--- config.mk ---
export PLATFORM = sky130hd
export DESIGN_NAME = sdram_arbiter
export DESIGN_NICKNAME = d
export VERILOG_FILES = /design/src/rtl/sdram_arbiter.sv
export SDC_FILE = /design/constraint.sdc
export NUM_CORES = 1
export LEC_CHECK = 0
export ABC_AREA = 1
export ABC_CLOCK_PERIOD_IN_PS = 4000
export CAP_MARGIN = 20
export CORE_AREA = 2 2 128 130
export CTS_BUF_LIST = sky130_fd_sc_hd__clkbuf_8
export DETAILED_ROUTE_END_ITERATION = 10
export DIE_AREA = 0 0 130 132
export PLACE_DENSITY = 0.51
export SYNTH_ARGS = -nofsm -noshare
export SYNTH_HDL_FRONTEND = slang
export SYNTH_SLANG_ARGS = --single-unit
--- constraint.sdc ---
create_clock -name clk -period 4 [get_ports clk]
set_input_delay 0.6 -clock clk [delete_from_list [all_inputs] [get_ports clk]]
set_output_delay 0.6 -clock clk [all_outputs]
set_load 0.02 [all_outputs]
--- src/rtl/sdram_arbiter.sv ---
// Two-port front end for the 8-phase SDRAM controller: tracks the controller phase,
// grants port A (priority) or B (starvation-protected) once per memory cycle.
module sdram_arbiter #(
    parameter int unsigned STARVE_MAX = 4
) (
    input  logic        clk,
    input  logic        init,
    input  logic        clkref,

    input  logic        a_req,
    input  logic        a_we,
    input  logic [24:0] a_addr,
    input  logic [15:0] a_din,
    input  logic [1:0]  a_ds,
    output logic        a_ack,
    output logic [15:0] a_dout,

    input  logic        b_req,
    input  logic        b_we,
    input  logic [24:0] b_addr,
    input  logic [15:0] b_din,
    input  logic [1:0]  b_ds,
    output logic        b_ack,
    output logic [15:0] b_dout,

    output logic [24:0] sd_addr,
    output logic [15:0] sd_din,
    output logic [1:0]  sd_ds,
    output logic        sd_oe,
    output logic        sd_we,
    input  logic [15:0] sd_dout
);

    typedef enum logic [1:0] {
        GNT_NONE,
        GNT_A,
        GNT_B
    } grant_t;

    localparam logic [3:0] STARVE_LIM = 4'(STARVE_MAX);

    grant_t      grant, grant_nxt;
    logic [2:0]  ph;
    logic        locked;
    logic [3:0]  starve, starve_nxt;
    logic        ph_adv;
    logic        cyc_edge;
    logic        a_elig, b_elig;

    always_comb begin
        ph_adv     = ((ph == 3'd7) && !clkref) || ((ph == 3'd0) && clkref) ||
                     ((ph != 3'd0) && (ph != 3'd7));
        // Phase 6 always advances, so this is the 6->7 edge once aligned.
        cyc_edge   = locked && (ph == 3'd6);
        a_elig     = a_req && (grant != GNT_A);
        b_elig     = b_req && (grant != GNT_B);
        grant_nxt  = grant;
        starve_nxt = starve;
        if (cyc_edge) begin
            if (b_elig && (starve == STARVE_LIM))
                grant_nxt = GNT_B;
            else if (a_elig)
                grant_nxt = GNT_A;
            else if (b_elig)
                grant_nxt = GNT_B;
            else
                grant_nxt = GNT_NONE;

            if (grant_nxt == GNT_B)
                starve_nxt = '0;
            else if ((grant_nxt == GNT_A) && b_req && (starve != STARVE_LIM))
                starve_nxt = starve + 4'd1;
        end
    end

    always_ff @(posedge clk) begin
        if (init) begin
            ph      <= '0;
            locked  <= 1'b0;
            grant   <= GNT_NONE;
            starve  <= '0;
            a_ack   <= 1'b0;
            b_ack   <= 1'b0;
            a_dout  <= '0;
            b_dout  <= '0;
            sd_addr <= '0;
            sd_din  <= '0;
            sd_ds   <= '0;
            sd_oe   <= 1'b0;
            sd_we   <= 1'b0;
        end else begin
            ph     <= ph + {2'b00, ph_adv};
            if ((ph == 3'd0) && clkref)
                locked <= 1'b1;
            grant  <= grant_nxt;
            starve <= starve_nxt;
            a_ack  <= 1'b0;
            b_ack  <= 1'b0;
            if (cyc_edge) begin
                // sd_oe still reflects the access that is completing here.
                case (grant)
                    GNT_A: begin
                        a_ack <= 1'b1;
                        if (sd_oe)
                            a_dout <= sd_dout;
                    end
                    GNT_B: begin
                        b_ack <= 1'b1;
                        if (sd_oe)
                            b_dout <= sd_dout;
                    end
                    default: ;
                endcase

                case (grant_nxt)
                    GNT_A: begin
                        sd_addr <= a_addr;
                        sd_din  <= a_din;
                        sd_ds   <= a_ds;
                        sd_we   <= a_we;
                        sd_oe   <= !a_we;
                    end
                    GNT_B: begin
                        sd_addr <= b_addr;
                        sd_din  <= b_din;
                        sd_ds   <= b_ds;
                        sd_we   <= b_we;
                        sd_oe   <= !b_we;
                    end
                    default: begin
                        sd_we <= 1'b0;
                        sd_oe <= 1'b0;
                    end
                endcase
            end
        end
    end

endmodule
=== Yosys cells after proc, flatten, opt, wreduce, memory -nomap -nowiden ===
Index checks and enable logic that the tools add are counted.
W data, S select, Z words.

* Add/sub/neg operators: 2
* Equality and inequality tests: 13
* Muxes and demuxes: 14
* Bitwise logic cells: 1
* Reductions and logical operators: 23

{| class="wikitable"
|+ Operators with widths
! cell !! number
|-
| $pmux W25 S2 || 1
|-
| $pmux W16 S2 || 1
|-
| $mux W2 || 5
|-
| $logic_and A1 B1 Y1 || 9
|-
| $mux W4 || 2
|-
| $eq A2 B1 Y1 const B || 3
|-
| $eq A2 B2 Y1 const B || 3
|-
| $eq A3 B3 Y1 const B || 2
|-
| $reduce_and A3 Y1 || 2
|-
| $add A4 B1 Y4 const B || 1
|-
| $eq A4 B3 Y1 const B || 1
|-
| $ne A4 B3 Y1 const B || 1
|-
| $pmux W1 S2 || 2
|-
| $pmux W2 S2 || 1
|-
| $reduce_and A2 Y1 || 2
|-
| $reduce_bool A2 Y1 || 2
|-
| $add A3 B1 Y3 || 1
|-
| $logic_not A1 Y1 || 3
|-
| $logic_not A3 Y1 || 1
|-
| $ne A3 B3 Y1 const B || 1
|-
| $reduce_bool A3 Y1 || 1
|-
| $logic_or A1 B1 Y1 || 2
|-
| $mux W1 || 2
|-
| $ne A2 B1 Y1 const B || 1
|-
| 3 further kinds || 3
|}

* Register bits after elaboration: 89
* Input port bits: 109
* Output and inout bits: 79
* Logic and storage cells: 66

=== Logic depth before layout (Yosys ltp) ===
Gate-level depths: netlist of run 1.

* Depth after elaboration: 11
* Gate-level depth with buffers: 16
* Gate-level depth less buffers: 14

=== Worst setup path before layout of run 1 ===
No wires, ideal clock.

* Path kind: flip-flop to flip-flop
* Start: register starve[0]
* End: register sd_addr[1]
* Setup time: 0.065 ns
* Data arrival time: 1.974 ns
* Required time: 3.935 ns
* Path slack: 1.961 ns
* Cell stages (with the launch flop): 17
* Path buffers: 2
* Period minus slack after synthesis: 2.039 ns
* Cells stage by stage: dfxtp_1 -> inv_1 -> ha_1 -> nand3_1 -> nand3_1 -> nand2_1 -> nand3_1 -> nand2_1 -> inv_1 -> ha_1 -> buf_2 -> clkinv_1 -> clkbuf_1 -> nand2_1 -> nand2_1 -> nor2_1 -> nor2_1

* Longest elaborated chain between the ends: 8
* Elaborated cells on any way between the ends: 10
* Those cells by class: 3 x eq/ne; 4 x mux; 3 x reduce/logical

{| class="wikitable"
|+ Ends and longest elaborated chain
! what !! RTL line !! source
|-
| from (decl) || 45 || <nowiki>logic [3:0] starve, starve_nxt;</nowiki>
|-
| from (signal assigned) || 96 || <nowiki>starve <= starve_nxt;</nowiki>
|-
| $eq A4 B3 Y1 (*) || 60 || <nowiki>if (b_elig && (starve == STARVE_LIM))</nowiki>
|-
| $logic_and A1 B1 Y1 (*) || 60 ||
|-
| $mux W2 (*) || 60 ||
|-
| $mux W2 (*) (2 in a row) || 59 || <nowiki>if (cyc_edge) begin</nowiki>
|-
| via grant_nxt[0] || 42 || <nowiki>grant_t grant, grant_nxt;</nowiki>
|-
| $eq A2 B2 Y1 / $eq A2 B1 Y1 (equally long branches) || 115 || <nowiki>case (grant_nxt)</nowiki>
|-
| $reduce_bool A2 Y1 (no source line) || n/a ||
|-
| $reduce_and A2 Y1 (no source line) || n/a ||
|-
| to (signal assigned) || 117 || <nowiki>sd_addr <= a_addr;</nowiki>
|-
| to (signal assigned) || 124 || <nowiki>sd_addr <= b_addr;</nowiki>
|-
| to (decl) || 26 || <nowiki>output logic [24:0] sd_addr,</nowiki>
|}

The timed path passes the listed nets; every way through them passes the cells marked *. The select of a mux whose other input is x is not followed.
A chain may end at the register's enable or synchronous reset.

=== Worst setup path after layout of run 1 ===
* Start: input port b_req
* End: register sd_din[9]

* Longest elaborated chain between the ends: 9
* Elaborated cells on any way between the ends: 12
* Those cells by class: 2 x eq/ne; 6 x mux; 4 x reduce/logical

{| class="wikitable"
|+ Ends and longest elaborated chain
! what !! RTL line !! source
|-
| from (decl) || 18 || <nowiki>input logic b_req,</nowiki>
|-
| $logic_and A1 B1 Y1 (*) || 56 || <nowiki>b_elig = b_req && (grant != GNT_B);</nowiki>
|-
| $mux W2 || 64 || <nowiki>else if (b_elig)</nowiki>
|-
| $mux W2 || 62 || <nowiki>else if (a_elig)</nowiki>
|-
| $mux W2 (*) || 60 ||
|-
| $mux W2 (*) (2 in a row) || 59 ||
|-
| via grant_nxt[1] || 42 ||
|-
| $eq A2 B2 Y1 / $eq A2 B1 Y1 (equally long branches) || 115 ||
|-
| $reduce_bool A2 Y1 (no source line) || n/a ||
|-
| $reduce_and A2 Y1 (no source line) || n/a ||
|-
| to (signal assigned) || 118 || <nowiki>sd_din <= a_din;</nowiki>
|-
| to (signal assigned) || 125 || <nowiki>sd_din <= b_din;</nowiki>
|-
| to (decl) || 27 || <nowiki>output logic [15:0] sd_din,</nowiki>
|}

Marks and branches as above.

==> results of run 1 <==
==> worst max-delay path: stages <==
cell             delay [ns]
clkdlybuf4s50_1        0.48
inv_1                  0.05
nor2_1                 0.14
nand3_1                0.11
nand2_1                0.10
inv_1                  0.06
ha_1                   0.34
nor2_8                 0.28
inv_2                  0.33
nor2_1                 0.21
nor2_1                 0.07
==> metal layers <==
layer / part of all wire, % / wire, um / global-route usage [%]
met5: 0 / 0 / 0
met4: 1.8 / 214 / 5.62
met3: 8.7 / 1020 / 5.19
met2: 44 / 5210 / 22.4
met1: 45 / 5300 / 17.6
==> registers in the layout (all words and copies together) (netlist names), 2 cells and up <==
register and cells:
a_dout 16, b_dout 16, grant 2, ph 3, sd_addr 25, sd_din 16
sd_ds 2, starve 4
==> worst max-delay path by stage <==
stage	slack, ns	start	cells after the start	to
floorplan	1.96	starve[0]$_SDFFE_PP0P_	16	sd_addr[1]$_SDFFE_PP0P_
global placement	1.09	b_req	11	sd_addr[15]$_SDFFE_PP0P_
detailed placement	1.07	b_req	11	sd_din[9]$_SDFFE_PP0P_
CTS	1.46	b_req	11	sd_din[9]$_SDFFE_PP0P_
global route	1.19	b_req	11	sd_addr[24]$_SDFFE_PP0P_
finish	1.48	b_req	11	sd_din[9]$_SDFFE_PP0P_
==> synth_stat cells (all sizes together), types with 2 or more instances <==
library cell / number
a21oi: 37
buf: 9
clkbuf: 23
dfxtp: 89
ha: 6
inv: 55
nand2: 156
nand3: 9
nand4: 2
nor2: 99
nor3: 4
o21ai: 75
o22ai: 2
==> report_power, final <==
group	switching [mW]	leakage [nW]	total [mW]	internal (mW)
combinational	0.0810	1.72	0.210	0.129
clock	0.353	0.0888	0.590	0.238
sequential	0.0129	0.717	0.913	0.900
total	0.446	2.52	1.71	1.27
==> cells by family after synthesis <==
group,count (synthesis),share of synthesized area [%]
AO/OA/AOI/OAI,115,15.0
adder cells (fa/ha/maj),6,1.93
buffers and inverters,88,9.56
flip-flops,89,45.8
XOR/XNOR,1,0.225
AND/OR/NAND/NOR,271,27.5
==> through the flow <==
stage                     hold WS (ns)  instances
after global routing             0.475        963
after detailed placement         0.437        945
final                            0.449        963
after floorplan                  0.430        570
after global placement           0.432        945
after CTS                        0.452        961
==> final cells by class <==
type | instances | area [um2]
Tap cell | 216 | 270
Clock buffer | 9 | 124
Multi-Input combinational cell | 393 | 1740
Sequential cell | 89 | 1780
Fill cell | 1645 | 9600
Timing Repair Buffer | 193 | 1930
Inverter | 56 | 210
Clock inverter | 7 | 61.3
==> results.md, run 1 <==
* Mapped Cells at 570
* Routed Antenna Nets at 0
* WL/cell at 12.2 um
* Chip width at 130 um
* Register-to-Register Path Depth at 15
* Via density at 4.15
* Yosys warnings at 0
* Pre-CTS setup slack at 1.07 ns
* Period Utilization, post-route at 63.0%
* Worst VDD drop at 0.142 mV
* Routability cong. at 0.733
* Avg Cell Area, Syn at 6.82 um2
* Core ar. at 15700 um2
* Mapped cell area at 3890 um2
* Async SR Flop Fraction at 0%
* Post-CTS Setup Inserts at 0
* Crit path time final at 2.52 ns
* Worst hold path type: flip-flop to flip-flop
* Worst slew margin at 48.9%
* Flop-to-flop setup slack at 1.59 ns
* WHS Endpoint: a_dout[14]$_SDFFE_PP0P_
* CTS tree: done
* Share of cells above drive strength 1 at 3.88%
* P_leak at 2.52 nW
* Gr usage total at 14.2%
* Drt total wl at 11700 um
* Initial DRC Count at 178
* Actual slew at the worst max-slew pin at 0.766 ns
* Clock sink count at 89
* DRC viols at 0
* PnR worst setup slack at 1.48 ns
* Initial antenna violation count at 0
* Initial Util at 24.7%
* Syn-to-layout area delta at 57.3%
* Number of max-cap violations at 0
* Port bufs at 187
* Power, Total at 1.71 mW
* Final #Nets at 857
* Crit-path max FO at 43
* Vias in the first global route at 3892
* Vias at 3993
* Leading cell types in the layout, fill and taps excluded: clkdlybuf4s50_1, nand2_1, nor2_1
* #FFs+latches synth at 89
* Post-synth EDFFs at 0
* HPWL Detailed at 8610 um
* Design Area, Final at 6110 um2
* Largest net degree at the start of global routing at 57
* Post-Route Setup TNS at 0 ns
* CTS-repair resized insts at 0
* Total Die Area at 17200 um2
* Clock root cell: clkbuf_8
* H-tree depth at 3
* Total CTS buffers at 9
* Clock buffer depth at 2
* Worst-Skew Late Latency at 0.37 ns
* Mapped Nets at 685
* Antenna cells at 0
* Area after DPL at 5900 um2
* Worst Path Arrival at 2.78 ns
* Post-synth top area cell: dfxtp_1
* Setup Viol. Count Final at 0
* Hold path cells at 2
* Row cnt at 46
* First-pass GRT wire length at 19400 um
* Worst Hold Launch: a_dout[14]$_SDFFE_PP0P_
* Max Clock Freq at 397 MHz
* Clock transition at path regs at 0.10 ns
* WP data required at 4.26 ns
* # hold bufs at CTS at 0
* Most common cell after layout, fill and taps aside: clkdlybuf4s50_1
* Critical path launch point type: input pin
* Seq/Total Area, Yosys at 45.8%
* Synth top area cells: dfxtp_1, nand2_1, nor2_1
* Worst R2R End: sd_addr[16]$_SDFFE_PP0P_
* Netlist cell types at 26
* Pwr/cell area at 280 nW/um2
* Kind of critical path: input pin to flip-flop
* RSZ-0062 raised after global routing: false
* I/O Pins at 188
* Max-slew violations at 0
* Final hold viol count at 0
* Reg2Reg Launch Point: starve[0]$_SDFFE_PP0P_
* Chip height at 132 um
* Prevailing post-synth register cell: dfxtp_1
* Synth top area share at 45.8%
* Status: completed
* Post-layout util at 38.9%
* Worst Setup End Kind: flip-flop
* Max Clock Skew at 0.0102 ns
* Total gr overflow at 0
* DR pass1 iterations at 4
No activity file was read; power rests on OpenSTA's default activity.
==> run 2, diff against run 1 <==
Settings changed: ABC_CLOCK_PERIOD_IN_PS 4000 to 2100, PLACE_DENSITY 0.51 to 0.53.
Clock period 4 ns to 2.1 ns, I/O delays scaled along.
==> results.md, run 2 (synthesis gave the netlist of run 1 again) <==
* Status: completed (unchanged)
* Setup Viol. Count Final at 0 (unchanged)
* DRC viols at 0 (unchanged)
* Largest register FFs at 25 (unchanged)
* Total gr overflow at 0 (unchanged)
* Initial antenna violation count at 0 (unchanged)
* Vias in the first global route at 3928 (was 3892)
* First-pass GRT wire length at 19200 um (was 19400 um)
* Worst R2R End: sd_oe$_SDFFE_PP0N_ (was sd_addr[16]$_SDFFE_PP0P_)
* Crit path time final at 2.06 ns
* Non-filler cells, final at 988 (was 963)
* Total CTS buffers at 9 (unchanged)
* Share of cells above drive strength 1 at 9.07% (was 3.88%)
* WP data required at 2.39 ns (was 4.26 ns)
* Row cnt at 46 (unchanged)
* Chip height at 132 um (unchanged)
* Worst hold path type: flip-flop to flip-flop (unchanged)
* H-tree depth at 3 (unchanged)
* Clock transition at path regs at 0.09 ns (was 0.10 ns)
* Worst-Skew Late Latency at 0.36 ns (was 0.37 ns)
* Drt total wl at 13200 um (was 11700 um)
* Core ar. at 15700 um2 (unchanged)
* Chip width at 130 um (unchanged)
* Hold path cells at 2 (unchanged)
* Max Clock Freq at 486 MHz
* Kind of critical path: input pin to flip-flop (unchanged)
* Final #Nets at 882 (was 857)
* Most common cell after layout, fill and taps aside: clkdlybuf4s50_1 (unchanged)
* Worst Path Arrival at 2.35 ns (was 2.78 ns)
* Gr usage total at 14.0% (was 14.2%)
* Routability cong. at 0.839 (was 0.733)
* Total Die Area at 17200 um2 (unchanged)
* WHS Endpoint: b_dout[12]$_SDFFE_PP0P_ (was a_dout[14]$_SDFFE_PP0P_)
* Crit-path max FO at 7 (was 43)
* Power, Total at 3.51 mW (was 1.71 mW)
* Worst VDD drop at 0.364 mV (was 0.142 mV)
* Syn-to-layout area delta at 67.9% (was 57.3%)
* DR pass1 iterations at 4 (unchanged)
* CTS tree: done (unchanged)
* Max-slew violations at 0 (unchanged)
* Port bufs at 187 (unchanged)
* Clock sink count at 89 (unchanged)
* Leading cell types in the layout, fill and taps excluded: clkdlybuf4s50_1, nand2_1, nor2_1 (unchanged)
* # hold bufs at CTS at 0 (unchanged)
* Design Area, Final at 6530 um2 (was 6110 um2)
* Worst slew margin at 78.2% (was 48.9%)
* Max Clock Skew at 0.0103 ns (was 0.0102 ns)
* P_leak at 2.74 nW (was 2.52 nW)
* Pwr/cell area at 538 nW/um2 (was 280 nW/um2)
* Largest net degree at the start of global routing at 46 (was 57)
* Actual slew at the worst max-slew pin at 0.327 ns (was 0.766 ns)
* Post-Place Cells at 960 (was 945)
* Reg2Reg Launch Point: starve[0]$_SDFFE_PP0P_ (unchanged)
* Register-to-Register Path Depth at 14 (was 15)
* Worst Setup End Kind: flip-flop (unchanged)
* Initial Util at 24.7% (unchanged)
* HPWL Detailed at 8880 um (was 8610 um)
* Clock buffer depth at 2 (unchanged)
* I/O Pins at 188 (unchanged)
* Flop-to-flop setup slack at 0.08 ns (was 1.59 ns)
* Worst Hold Launch: b_dout[12]$_SDFFE_PP0P_ (was a_dout[14]$_SDFFE_PP0P_)
* Final hold viol count at 0 (unchanged)
* Via density at 4.19 (was 4.15)
* Initial DRC Count at 155 (was 178)
* Critical path launch point type: input pin (unchanged)
* Area after DPL at 6050 um2 (was 5900 um2)
* Vias at 4137 (was 3993)
* Number of max-cap violations at 0 (unchanged)
* # fillers at 1604 (was 1645)
* WL/cell at 13.3 um (was 12.2 um)
* Clock root cell: clkbuf_8 (unchanged)
* Largest Register: sd_addr (unchanged)
* Period Utilization, post-route at 98.0%
* Routed Antenna Nets at 0 (unchanged)
* Antenna cells at 0 (unchanged)
==> run 2: cell types whose count changed in the layout (fill, tap and decap cells not counted), sizes merged <==
cell | before | now
inv | 59 | 55
clkinvlp | 2 | 1
bufinv | 0 | 2
clkbuf | 9 | 14
buf | 6 | 27
clkinv | 2 | 4
==> run 2: power breakdown <==
| part | leakage, nW | total, mW | switching [mW] | internal (mW) |
|---|---|---|---|---|
| combinational | 1.90 | 0.421 | 0.164 | 0.257 |
| clock | 0.116 | 1.35 | 0.640 | 0.707 |
| sequential | 0.718 | 1.74 | 0.0238 | 1.72 |
| total | 2.74 | 3.51 | 0.828 | 2.68 |
==> run 2: worst max-delay path by stage <==
stage / startpoint / to / slack [ns] / cells after the start
2_1_floorplan: starve[0]$_SDFFE_PP0P_ / sd_addr[1]$_SDFFE_PP0P_ / 0.06 / 16
3_3_place_gp: b_req / sd_oe$_SDFFE_PP0N_ / -0.21 / 13
3_5_place_dp: b_req / sd_oe$_SDFFE_PP0N_ / -0.22 / 13
4_1_cts: starve[0]$_SDFFE_PP0P_ / sd_oe$_SDFFE_PP0N_ / 0.02 / 14
5_1_grt: b_req / sd_oe$_SDFFE_PP0N_ / -0.08 / 13
6_report: b_req / sd_oe$_SDFFE_PP0N_ / 0.04 / 13
==> run 2: critical path, cell delays in order <==
cell	delay (ns)
clkdlybuf4s50_1	0.52
inv_1	0.08
nor2_1	0.18
nand3_1	0.14
nand2_2	0.08
buf_4	0.11
ha_4	0.16
clkinvlp_4	0.10
buf_12	0.15
clkbuf_16	0.16
o22ai_2	0.16
nand2_1	0.08
a21oi_1	0.11
==> run 2: layout make-up <==
cell class / instances / area [um2] / area share [%]
clock buffers: 10 / 138 / 2.11
clock inverters: 6 / 91.3 / 1.40
inverters: 56 / 214 / 3.28
multi-input cells: 393 / 1790 / 27.4
flip-flops and latches: 89 / 1790 / 27.4
well taps: 216 / 270 / 4.14
repair buffers: 218 / 2240 / 34.3
==> run 2: per-stage QoR <==
stage	util [%]	worst slack (ns)	setup TNS, ns	hold WS [ns]
after detailed placement	38.5	-0.216	-7.92	0.435
after floorplan	-	0.0612	0	0.392
after global routing	41.5	-0.0826	-1.49	0.465
after CTS	40.0	0.0221	0	0.449
after global placement	38.5	-0.210	-7.12	0.430
final	41.5	0.0417	0	0.445
==> run 2: repair_timing <==
| item | 4_1_cts | 5_1_grt |
|---|---|---|
| resized for setup | 0 | 18 |
| endpoints found under the setup margin | 0 | 45 |
| setup buffers | 0 | 5 |
==> run 2: layer usage <==
layer | track usage (%) | part of all wire [%] | vias up
met5 | 0 | 0 | -
met4 | 4.48 | 1.2 | 0
met3 | 4.79 | 7.4 | 12
met2 | 22.0 | 47 | 134
met1 | 17.9 | 45 | 1819
li1 | - | - | 2172
==> run 3, diff against run 2 <==
Settings changed: ABC_CLOCK_PERIOD_IN_PS 2100 to unset.
==> results of run 3 <==
Final layout, timing and power as in run 2 (identical DEF).
